==> src/rtl/avr_irq_ctrl.sv <==
// Interrupt controller for the AVR core: latches 8 peripheral lines as pending,
// applies a mask and fixed priority, and holds one request/vector until acked.
module avr_irq_ctrl #(
  parameter logic [15:0] BASE = 16'h0030,
  parameter int          SYNC = 2
) (
  input  logic        clock,
  input  logic        reset_n,
  input  logic [7:0]  irq_src,
  input  logic        irq_ack,
  input  logic [15:0] address,
  input  logic [7:0]  data_i,
  input  logic        we,
  output logic [7:0]  data_o,
  output logic        hit,
  output logic        intr,
  output logic [2:0]  vect
);

  typedef enum logic [1:0] {IDLE, REQ, GAP} state_t;

  state_t      state_q;
  logic        intr_q;
  logic [2:0]  vect_q;
  logic [7:0]  imsk_q, iedg_q, ipnd_q, ipnd_d;
  logic [7:0]  s, s_q;
  logic [7:0]  set_v, clr_v, m;
  logic [2:0]  win;
  logic        sel_msk, sel_pnd, sel_edg, ack_take;

  generate
    if (SYNC == 0) begin : g_nosync
      assign s = irq_src;
    end else begin : g_sync
      logic [SYNC-1:0][7:0] sync_q;
      always_ff @(posedge clock) begin
        if (!reset_n) begin
          sync_q <= '0;
        end else begin
          sync_q[0] <= irq_src;
          for (int i = 1; i < SYNC; i++) sync_q[i] <= sync_q[i-1];
        end
      end
      assign s = sync_q[SYNC-1];
    end
  endgenerate

  assign sel_msk = (address == BASE);
  assign sel_pnd = (address == BASE + 16'd1);
  assign sel_edg = (address == BASE + 16'd2);
  assign hit     = sel_msk | sel_pnd | sel_edg;

  // NOTE: every variable assigned in always_comb gets a default first, so no latch is inferred.
  always_comb begin
    data_o = 8'h00;
    if (sel_msk) data_o = imsk_q;
    if (sel_pnd) data_o = ipnd_q;
    if (sel_edg) data_o = iedg_q;
  end

  assign ack_take = (state_q == REQ) && irq_ack;
  assign set_v    = (iedg_q & s & ~s_q) | (~iedg_q & s);
  assign clr_v    = ((we && sel_pnd) ? data_i : 8'h00)
                  | (ack_take ? (8'h01 << vect_q) : 8'h00);
  // A new event on a bit outranks any clear of that bit in the same cycle.
  assign ipnd_d   = (ipnd_q & ~clr_v) | set_v;
  assign m        = ipnd_q & imsk_q;

  always_comb begin
    win = 3'd0;
    for (int i = 7; i >= 0; i--) begin
      if (m[i]) win = 3'(i);
    end
  end

  // NOTE: sequential state uses non-blocking assignments only; reset is sampled on the clock edge.
  always_ff @(posedge clock) begin
    if (!reset_n) begin
      imsk_q <= 8'h00;
      iedg_q <= 8'hFF;
      ipnd_q <= 8'h00;
      s_q    <= 8'h00;
    end else begin
      ipnd_q <= ipnd_d;
      s_q    <= s;
      if (we && sel_msk) imsk_q <= data_i;
      if (we && sel_edg) iedg_q <= data_i;
    end
  end

  always_ff @(posedge clock) begin
    if (!reset_n) begin
      state_q <= IDLE;
      intr_q  <= 1'b0;
      vect_q  <= 3'd0;
    end else begin
      case (state_q)
        IDLE: if (|m) begin
          state_q <= REQ;
          intr_q  <= 1'b1;
          vect_q  <= win;
        end
        REQ: if (irq_ack) begin
          state_q <= GAP;
          intr_q  <= 1'b0;
        end else if (!m[vect_q]) begin
          // Request withdrawn: its source was masked or cleared before the core took it.
          state_q <= IDLE;
          intr_q  <= 1'b0;
        end
        GAP:     state_q <= IDLE;
        default: state_q <= IDLE;
      endcase
    end
  end

  assign intr = intr_q;
  assign vect = vect_q;

endmodule

==> config.mk <==
export PLATFORM = sky130hd
export DESIGN_NAME = avr_irq_ctrl
export DESIGN_NICKNAME = d
export VERILOG_FILES = /design/src/rtl/avr_irq_ctrl.sv
export SDC_FILE = /design/constraint.sdc
export NUM_CORES = 1
export LEC_CHECK = 0
export ABC_AREA = 1
export BUFFER_PORTS_ARGS = -buffer_cell sky130_fd_sc_hd__buf_4
export CAP_MARGIN = 20
export CORE_UTILIZATION = 49
export DETAILED_ROUTE_END_ITERATION = 7
export PLACE_DENSITY = 0.84
export SLEW_MARGIN = 20
export SYNTH_ARGS = -nofsm -noshare
export SYNTH_HDL_FRONTEND = slang
export SYNTH_SLANG_ARGS = --single-unit
==> constraint.sdc <==
create_clock -name clock -period 1.12 [get_ports clock]
set_input_delay 0.112 -clock clock [delete_from_list [all_inputs] [get_ports clock]]
set_output_delay 0.112 -clock clock [all_outputs]
set_load 0.005 [all_outputs]
==> flow_metrics.env, run 1 <==
export IMPL_slew_limit_headroom=0.8167
export IMPL_finalHoldViolCount=0
export IMPL_routed_wl_um=8435
export IMPL_drc=0
export IMPL_slowest_delay_ns=0.26
export IMPL_first_iter_violations=233
export IMPL_die_area_mm2=0.005274
export IMPL_dpl_instance_area_mm2=0.003202
export IMPL_min_period_ns=1.491
export IMPL_initial_core_util=0.5139
export IMPL_avgRoutedWirePerCell_um=15.95
export IMPL_num_antenna_cells=0
export IMPL_nNetsFinal=497
export IMPL_switching_share=0.2550
export IMPL_ys_types=25
export IMPL_holdCritStartpoint="data_i[2]"
export IMPL_dr_pass1_iters=5
export IMPL_synth_cells=359
export IMPL_rsz0062_at_grt="yes"
export IMPL_pwr_density_cell_mw_per_mm2=897.6
export IMPL_globalplace_congestion=0.8739
export IMPL_rr_startpoint="imsk_q[3]$_SDFFE_PN0P_"
export IMPL_worst_pin_slew_ns=0.2750
export IMPL_p_clk_frac=0.335
export IMPL_grt_max_degree=24
export IMPL_clock_latency_ns=0.31
export IMPL_num_vias=2834
export IMPL_worstSetupStartpointType="input pin"
export IMPL_antenna_left=0
export IMPL_die_h_um=72.62
export IMPL_rows=25
export IMPL_layout_drive_gt1_share=0.4697
export IMPL_grt_overflow=0
export IMPL_port_buffer_count=48
export IMPL_ys_warn_count=0
export IMPL_synth_nets=395
export IMPL_ys_ff_latch=54
export IMPL_grt_pass1_wl_um=10840
export IMPL_holdWs_ns=0.03131
export IMPL_syn_avg_cell_area_um2=6.807
export IMPL_holdPathEnd="imsk_q[2]$_SDFFE_PN0P_"
export IMPL_fmax_ghz=0.6705
export IMPL_ios=49
export IMPL_fin_area_mm2=0.003908
export IMPL_p_leak_nw=1.943
export IMPL_cts_tree="yes"
export IMPL_synth_area_top_cells="dfxtp_1 (44%), nand2_1 (19%), inv_1 (8.3%)"
export IMPL_core_mm2=0.004755
export IMPL_cts_root_buf="clkbuf_8"
export IMPL_yosysTopAreaCellShare=0.4424
export IMPL_syn_area_mm2=0.002444
export IMPL_final_setup_tns_ns=-3.830
export IMPL_fin_ws_ns=-0.3715
export IMPL_end_kind="primary output"
export IMPL_max_cap_violations=0
export IMPL_reg2reg_slack_ns=-0.21
export IMPL_hp_class="input pin to flop"
export IMPL_grt_pass1_vias=2477
export IMPL_criticalPathCategory="input pin to primary output"
export IMPL_crit_slowest_cell="or2_4"
export IMPL_viasPerCell=5.357
export IMPL_fp_dieW_um=72.62
export IMPL_ys_seq_area_frac=0.4424
export IMPL_intPower_w=0.002613
export IMPL_p_comb_frac=0.097
export IMPL_antenna_found_initial=0
export IMPL_seq_power_share=0.568
export IMPL_dp_hpwl_um=4281
export IMPL_path_buf_inv=3
export IMPL_grt_use_total=0.2679
export IMPL_synthToLayoutAreaGrowth_pct=59.91
export IMPL_arrival_ns=1.38
export IMPL_setup_viol=23
export IMPL_min_period_over_period=1.332
export IMPL_fin_skew_ns=0.01142
export IMPL_slew_viol_final=0
export IMPL_cts_made_buffers=5
export IMPL_worst_ir_drop_vdd_v=0.0009059
export IMPL_violations="setup timing"
export IMPL_cts_sinks=54
export IMPL_cts_buffer_depth=2
export IMPL_critical_path_top_delay_family="simple AND/OR/NAND/NOR gates"
export IMPL_path_cells="buf_6 > or2_4 > nor2_4 > nand4_1 > inv_4 > nand3_2 > a31oi_1 > buf_4"
export IMPL_p_total_w=0.003507
export IMPL_clk_pin_slew_ns=0.10
export IMPL_holdPathStages=3
export IMPL_p_sw_w=0.0008942
export IMPL_crit_path_max_fanout=5
export IMPL_worstRegToRegCells=7
export IMPL_crit_cells=8
export IMPL_htreeDepth=2
export IMPL_status="finished, violations left"
export IMPL_r2r_end="vect[0]$_SDFFE_PN0P_"
export IMPL_required_ns=1.01
export IMPL_yosys_area_top_type="dfxtp_1"
-- stage by stage --
step,worst slack (ns),cells,util
final,-0.3715,529,0.8218
after global routing,-0.4348,529,0.8218
after CTS,-0.2959,527,0.7542
after detailed placement,-0.4071,502,0.6734
after global placement,-0.3768,502,0.6734
after floorplan,-0.02538,359,-
-- worst reg2reg max path: stages (launching register included) --
cell and delay [ns]:
dfxtp_2 0.35, nand2_2 0.07, buf_6 0.13, buf_6 0.11, a21boi_1 0.12, o21ai_1 0.17, nand2_1 0.12, a21oi_2 0.18
-- flip-flops by register name, summed over array words and instances (netlist names) --
register / cells
s_q: 8
ipnd_q: 8
g_sync.sync_q: 8
state_q: 2
vect: 3
imsk_q: 8
intr: 1
iedg_q: 8
s: 8
-- power groups by stage --
stage / Clock (W) / Sequential [W] / Combinational (W)
2_1_floorplan: 0 / 0.00203 / 0.0000951
3_3_place_gp: 0 / 0.00203 / 0.000257
3_5_place_dp: 0 / 0.00203 / 0.000266
4_1_cts: 0.00117 / 0.00199 / 0.000295
5_1_grt: 0.00125 / 0.00200 / 0.000363
6_report: 0.00118 / 0.00199 / 0.000339
-- logic make-up (layout without fill, tap and decap cells) --
logic type,count (synthesis),count (layout),share of synthesized area
DFF,54,54,0.4424
buffers and inverters,65,168,0.1085
and+or+nand+nor,204,204,0.3436
AOI/OAI and AO/OA,36,36,0.1055
-- metal layers --
| metal | up-vias | wire length (µm) | GRT usage |
|---|---|---|---|
| met4 | 0 | 527 | 0.1416 |
| met1 | 1288 | 3091 | 0.3073 |
| met2 | 182 | 4197 | 0.4735 |
| met3 | 54 | 619 | 0.04834 |
| met5 | - | 0 | 0 |
| li1 | 1310 | - | - |
-- final cells by class --
class / count / area, µm²
multi-input combinational: 240 / 1496
sequential: 54 / 1107
timing repair buffer: 103 / 903.4
fill: 286 / 847.1
inverter: 56 / 215.2
tap: 67 / 83.83
clock buffer: 5 / 68.82
clock inverter: 3 / 27.53
timing repair inverter: 1 / 5.005
-- Yosys cell counts (all sizes together) --
library cell    n
nand2         128
inv            55
dfxtp          54
nor2           52
nand3          20
o21ai          12
a31oi           8
o211ai          8
buf             7
a21oi           5
a211oi          2
clkbuf          2
nand4           2
a21boi          1
clkinv          1
nand3b          1
or2             1
-- layout by cell type, fill, tap and decap left out, types with 6 or more instances in the layout --
cell type	n
buf_4	75
dfxtp_2	18
inv_1	50
nand3_2	7
nand3_1	10
nor2_2	8
dfxtp_1	35
dlygate4sd3_1	8
o211ai_2	8
nand2_2	27
nor2_4	15
nor2_1	29
o21ai_1	6
nand2_1	94
buf_6	16
-- worst max path at each step --
stage / slack (ns) / to / from
after CTS: -0.30 / data_o[3] / address[2]
after detailed placement: -0.41 / data_o[4] / address[13]
final: -0.37 / data_o[6] / address[2]
after global placement: -0.38 / data_o[6] / address[15]
after global routing: -0.43 / data_o[2] / address[13]
after floorplan: -0.03 / iedg_q[5]$_SDFFE_PN1P_ / address[3]
-- what timing repair did --
action                                  4_1_cts  5_1_grt
pin swaps                                    22       38
endpoints found under the setup margin       14       39
cloned                                        1        0
buffers inserted                              8        3
endpoints found under the hold margin         8        0
hold buffers                                  8        0
resized for setup                            59       80
No activity file was read; power rests on OpenSTA's default activity.
==> run 2, diff against run 1 <==
- TNS_END_PERCENT: default -> 10
==> flow_metrics.env, run 2 (synthesis results as in run 1) <==
export IMPL_layout_drive_gt1_share=0.3341
export IMPL_clock_latency_ns=0.31
export IMPL_grt_pass1_wl_um=10010
export IMPL_violations="setup timing"
export IMPL_layout_commonest_cell="nand2_1"
export IMPL_port_buffer_count=48
export IMPL_cts_tree="yes"
export IMPL_worst_ir_drop_vdd_v=0.0009892
export IMPL_die_area_mm2=0.005274
export IMPL_arrival_ns=1.31
export IMPL_criticalPathCategory="input pin to primary output"
export IMPL_die_h_um=72.62
export IMPL_initial_core_util=0.5139
export IMPL_antenna_found_initial=0
export IMPL_p_total_w=0.003580
export IMPL_hp_class="input pin to flop"
export IMPL_fin_util=0.7416
export IMPL_num_antenna_cells=0
export IMPL_crit_path_max_fanout=5
export IMPL_cts_made_buffers=5
export IMPL_avgRoutedWirePerCell_um=11.91
export IMPL_globalplace_congestion=0.9248
export IMPL_cts_buffer_depth=2
export IMPL_routed_wl_um=6181
export IMPL_grt_use_total=0.2487
export IMPL_synthToLayoutAreaGrowth_pct=44.29
export IMPL_min_period_ns=1.424
export IMPL_end_kind="primary output"
export IMPL_clk_pin_slew_ns=0.10
export IMPL_slew_limit_headroom=0.8050
export IMPL_min_period_over_period=1.272
export IMPL_holdWs_ns=0.02713
export IMPL_cts_sinks=54
export IMPL_core_mm2=0.004755
export IMPL_grt_max_degree=22
export IMPL_first_iter_violations=148
export IMPL_max_cap_violations=0
export IMPL_r2r_end="vect[1]$_SDFFE_PN0P_"
export IMPL_setup_viol=13
export IMPL_fin_ws_ns=-0.3042
export IMPL_antenna_left=0
export IMPL_htreeDepth=2
export IMPL_drc=0
export IMPL_fp_dieW_um=72.62
export IMPL_slew_viol_final=0
export IMPL_ios=49
export IMPL_nNetsFinal=487
export IMPL_final_cell_mix="nand2_1 (116), buf_4 (79), inv_1 (53)"
export IMPL_rr_startpoint="ipnd_q[2]$_SDFF_PN0_"
export IMPL_fmax_ghz=0.7022
export IMPL_holdPathStages=3
export IMPL_num_vias=2516
export IMPL_reg2reg_slack_ns=-0.16
export IMPL_grt_overflow=0
export IMPL_dp_hpwl_um=4138
export IMPL_p_leak_nw=1.861
export IMPL_viasPerCell=4.848
export IMPL_status="finished, violations left"
export IMPL_grt_pass1_vias=2423
export IMPL_cts_root_buf="clkbuf_8"
export IMPL_holdCritStartpoint="data_i[0]"
export IMPL_required_ns=1.01
export IMPL_dr_pass1_iters=4
export IMPL_worstSetupStartpointType="input pin"
export IMPL_pwr_density_cell_mw_per_mm2=1015
export IMPL_holdPathEnd="imsk_q[0]$_SDFFE_PN0P_"
export IMPL_rsz0062_at_grt="yes"
export IMPL_finalHoldViolCount=0
export IMPL_worstRegToRegCells=7
export IMPL_fin_skew_ns=0.007125
export IMPL_worst_pin_slew_ns=0.2925
export IMPL_rows=25
-- run 2: where the power goes --
| part | switching (W) | total, W | internal (W) |
|---|---|---|---|
| clock | 0.000633 | 0.00129 | 0.000658 |
| sequential | 0.0000184 | 0.00199 | 0.00197 |
| combinational | 0.000136 | 0.000299 | 0.000163 |
-- run 2: critical path, stage by stage --
cell	delay [ns]
buf_6	0.09
or2_4	0.26
nand3b_4	0.20
nor2_4	0.18
nand2_1	0.13
a31oi_4	0.23
buf_6	0.12
-- run 2: layout make-up --
cell class,instances,area [µm²]
inverters,56,220.2
multi-input cells,241,1267
fillers,382,1229
repair inverters,1,5.005
flip-flops and latches,54,1094
clock buffers,5,68.82
repair buffers,92,747.0
well taps,67,83.83
clock inverters,3,40.04
-- run 2: timing repair --
action | 4_1_cts | 5_1_grt
setup buffers | 1 | 0
hold buffers | 7 | 1
endpoints found under the hold margin | 7 | 1
pin swaps | 10 | 8
setup endpoints to repair | 22 | 29
gates resized for setup | 18 | 33
gates cloned | 2 | 0
-- run 2: worst max path at each step --
| stage | slack, ns | to | cells past startpoint | startpoint |
|---|---|---|---|---|
| global route | -0.36 | data_o[3] | 10 | address[15] |
| floorplan | -0.03 | iedg_q[5]$_SDFFE_PN1P_ | 8 | address[3] |
| detailed placement | -0.40 | data_o[3] | 9 | address[15] |
| finish | -0.30 | data_o[3] | 7 | address[2] |
| CTS | -0.28 | data_o[3] | 9 | address[2] |
| global placement | -0.38 | data_o[3] | 9 | address[15] |
-- run 2: stage by stage --
| step | setup WS, ns | std cells | TNS, ns | area, µm² |
|---|---|---|---|---|
| 2_1_floorplan | -0.02538 | 359 | -0.4176 | 2481 |
| 3_3_place_gp | -0.3798 | 500 | -8.570 | 3154 |
| 3_5_place_dp | -0.4049 | 500 | -10.34 | 3154 |
| 4_1_cts | -0.2796 | 518 | -2.422 | 3412 |
| 5_1_grt | -0.3627 | 519 | -3.908 | 3526 |
| 6_report | -0.3042 | 519 | -2.698 | 3526 |
-- run 2: layer usage --
metal | GRT usage | vias to the layer above | routed length, µm
met3 | 0.06630 | 8 | 397
li1 | - | 1287 | -
met1 | 0.2717 | 1146 | 2460
met2 | 0.4444 | 75 | 3232
met5 | 0 | - | 0
met4 | 0.1220 | 0 | 90
==> run 3, diff against run 2 <==
- BUFFER_PORTS_ARGS: -buffer_cell sky130_fd_sc_hd__buf_4 -> -buffer_cell sky130_fd_sc_hd__buf_2
==> flow_metrics.env, run 3 (synthesis results as in run 1) <==
export IMPL_status="finished, violations left"
export IMPL_violations="setup timing"
export IMPL_cts_root_buf="clkbuf_8"
export IMPL_required_ns=1.01
export IMPL_gr_usage_met1=0.2617
export IMPL_fin_skew_ns=0.009472
export IMPL_crit_path_max_fanout=4
export IMPL_hp_class="input pin to flop"
export IMPL_fin_util=0.7103
export IMPL_place_ws_ns=-0.3269
export IMPL_rows=25
export IMPL_htreeDepth=2
export IMPL_fin_area_mm2=0.003377
export IMPL_setup_viol=20
export IMPL_criticalPathCategory="input pin to primary output"
export IMPL_cts_sinks=54
export IMPL_clock_latency_ns=0.32
export IMPL_fp_dieW_um=72.62
export IMPL_grt_use_met3=0.04420
export IMPL_synthToLayoutAreaGrowth_pct=38.20
export IMPL_finalHoldViolCount=0
export IMPL_core_mm2=0.004755
export IMPL_grt_pass1_wl_um=9404
export IMPL_first_iter_violations=139
export IMPL_num_vias=2487
export IMPL_rsz0062_at_grt="yes"
export IMPL_ios=49
export IMPL_cts_buffer_depth=2
export IMPL_nNetsFinal=487
export IMPL_p_leak_nw=1.824
export IMPL_slew_viol_final=0
export IMPL_grt_pass1_vias=2312
export IMPL_num_antenna_cells=0
export IMPL_die_area_mm2=0.005274
export IMPL_end_kind="primary output"
export IMPL_globalplace_congestion=0.8618
export IMPL_routed_wl_um=5917
export IMPL_gr_max_usage_layer="met2"
export IMPL_slew_limit_headroom=0.8614
export IMPL_max_cap_violations=0
export IMPL_cts_tree="yes"
export IMPL_die_h_um=72.62
export IMPL_fmax_ghz=0.7161
export IMPL_dp_hpwl_um=4066
export IMPL_arrival_ns=1.28
export IMPL_worst_ir_drop_vdd_v=0.0009362
export IMPL_min_period_over_period=1.247
export IMPL_clk_pin_slew_ns=0.10
export IMPL_layout_commonest_cell="nand2_1"
export IMPL_fin_ws_ns=-0.2764
export IMPL_cts_made_buffers=5
export IMPL_drc=0
export IMPL_final_cell_mix="nand2_1 (119), inv_1 (53), dfxtp_1 (46)"
export IMPL_dpl_instance_area_mm2=0.003039
export IMPL_initial_core_util=0.5139
export IMPL_port_buffer_count=48
export IMPL_antenna_found_initial=0
export IMPL_placedCellCount=499
export IMPL_grt_overflow=0
export IMPL_layout_drive_gt1_share=0.3164
export IMPL_grt_max_degree=44
export IMPL_pwr_density_cell_mw_per_mm2=1064
export IMPL_worst_pin_slew_ns=0.2076
export IMPL_nFillCells=394
export IMPL_finalNonFillerCells=519
export IMPL_antenna_left=0
export IMPL_min_period_ns=1.396
export IMPL_grt_use_total=0.2310
export IMPL_worstSetupStartpointType="input pin"
export IMPL_grtUsageMet2=0.4154
export IMPL_viasPerCell=4.792
export IMPL_avgRoutedWirePerCell_um=11.40
export IMPL_dr_pass1_iters=4
run 3: cell types whose count changed in the layout (fill, tap and decap cells not counted), moves of 2 or more:
cell,change
clkinv_2,-3
dfxtp_1,+2
nor2_4,-7
nand3_1,+5
a31oi_2,+2
nand2_1,+3
dfxtp_2,-2
nor2_1,-2
buf_2,+45
nand3_2,-5
nand2_2,-3
nor2_2,+8
buf_4,-45
run 3: cell type report:
type                            count  area (µm²)  share of cell area
Sequential cell                    54        1091              0.3231
Timing Repair Buffer               94       665.6              0.1971
Clock inverter                      3       47.55             0.01408
Tap cell                           67       83.83             0.02482
Clock buffer                        5       68.82             0.02038
Inverter                           56       220.2             0.06521
Multi-Input combinational cell    240        1200              0.3553
run 3: worst paths after layout:
kind | from | end | slack [ns] | depth (start not counted)
max reg2reg | imsk_q[5]$_SDFFE_PN0P_ | vect[1]$_SDFFE_PN0P_ | -0.12 | 9
min reg2reg | g_sync.sync_q[6]$_SDFF_PN0_ | s[6]$_SDFF_PN0_ | 0.41 | 2
min | data_i[4] | imsk_q[4]$_SDFFE_PN0P_ | 0.03 | 3
max | address[2] | data_o[4] | -0.28 | 8
run 3: stage by stage:
| stage | TNS (ns) | power (W) | hold WS, ns |
|---|---|---|---|
| after floorplan | -0.4176 | 0.002126 | 0.2096 |
| after global placement | -6.844 | 0.002239 | 0.2906 |
| after detailed placement | -7.981 | 0.002249 | 0.2969 |
| after CTS | -2.479 | 0.003587 | 0.02619 |
| after global routing | -5.084 | 0.003730 | 0.04661 |
| final | -2.733 | 0.003593 | 0.02923 |
run 3: timing repair:
action,CTS,global route
hold endpoints to repair,8,0
pin swaps,8,12
endpoints found under the setup margin,17,30
setup buffers,1,3
resized for setup,11,26
gates cloned,0,0
hold buffers,8,0
run 3: critical path, stage by stage:
cell	delay, ns
buf_6	0.09
or2_4	0.26
nand3b_4	0.18
nor2_4	0.14
buf_6	0.14
nand2_1	0.05
a31oi_1	0.17
buf_2	0.14
run 3: power breakdown:
part / total, W / switching (W) / internal, W
logic: 0.000257 / 0.000128 / 0.000128
clock network: 0.00135 / 0.000670 / 0.000678
registers: 0.00199 / 0.0000171 / 0.00197
run 3: layer usage:
metal  up-vias  wire length [µm]
met5         -                 0
met4         0               132
met3        15               304
met2        73              2940
met1      1117              2540
li1       1282                 -
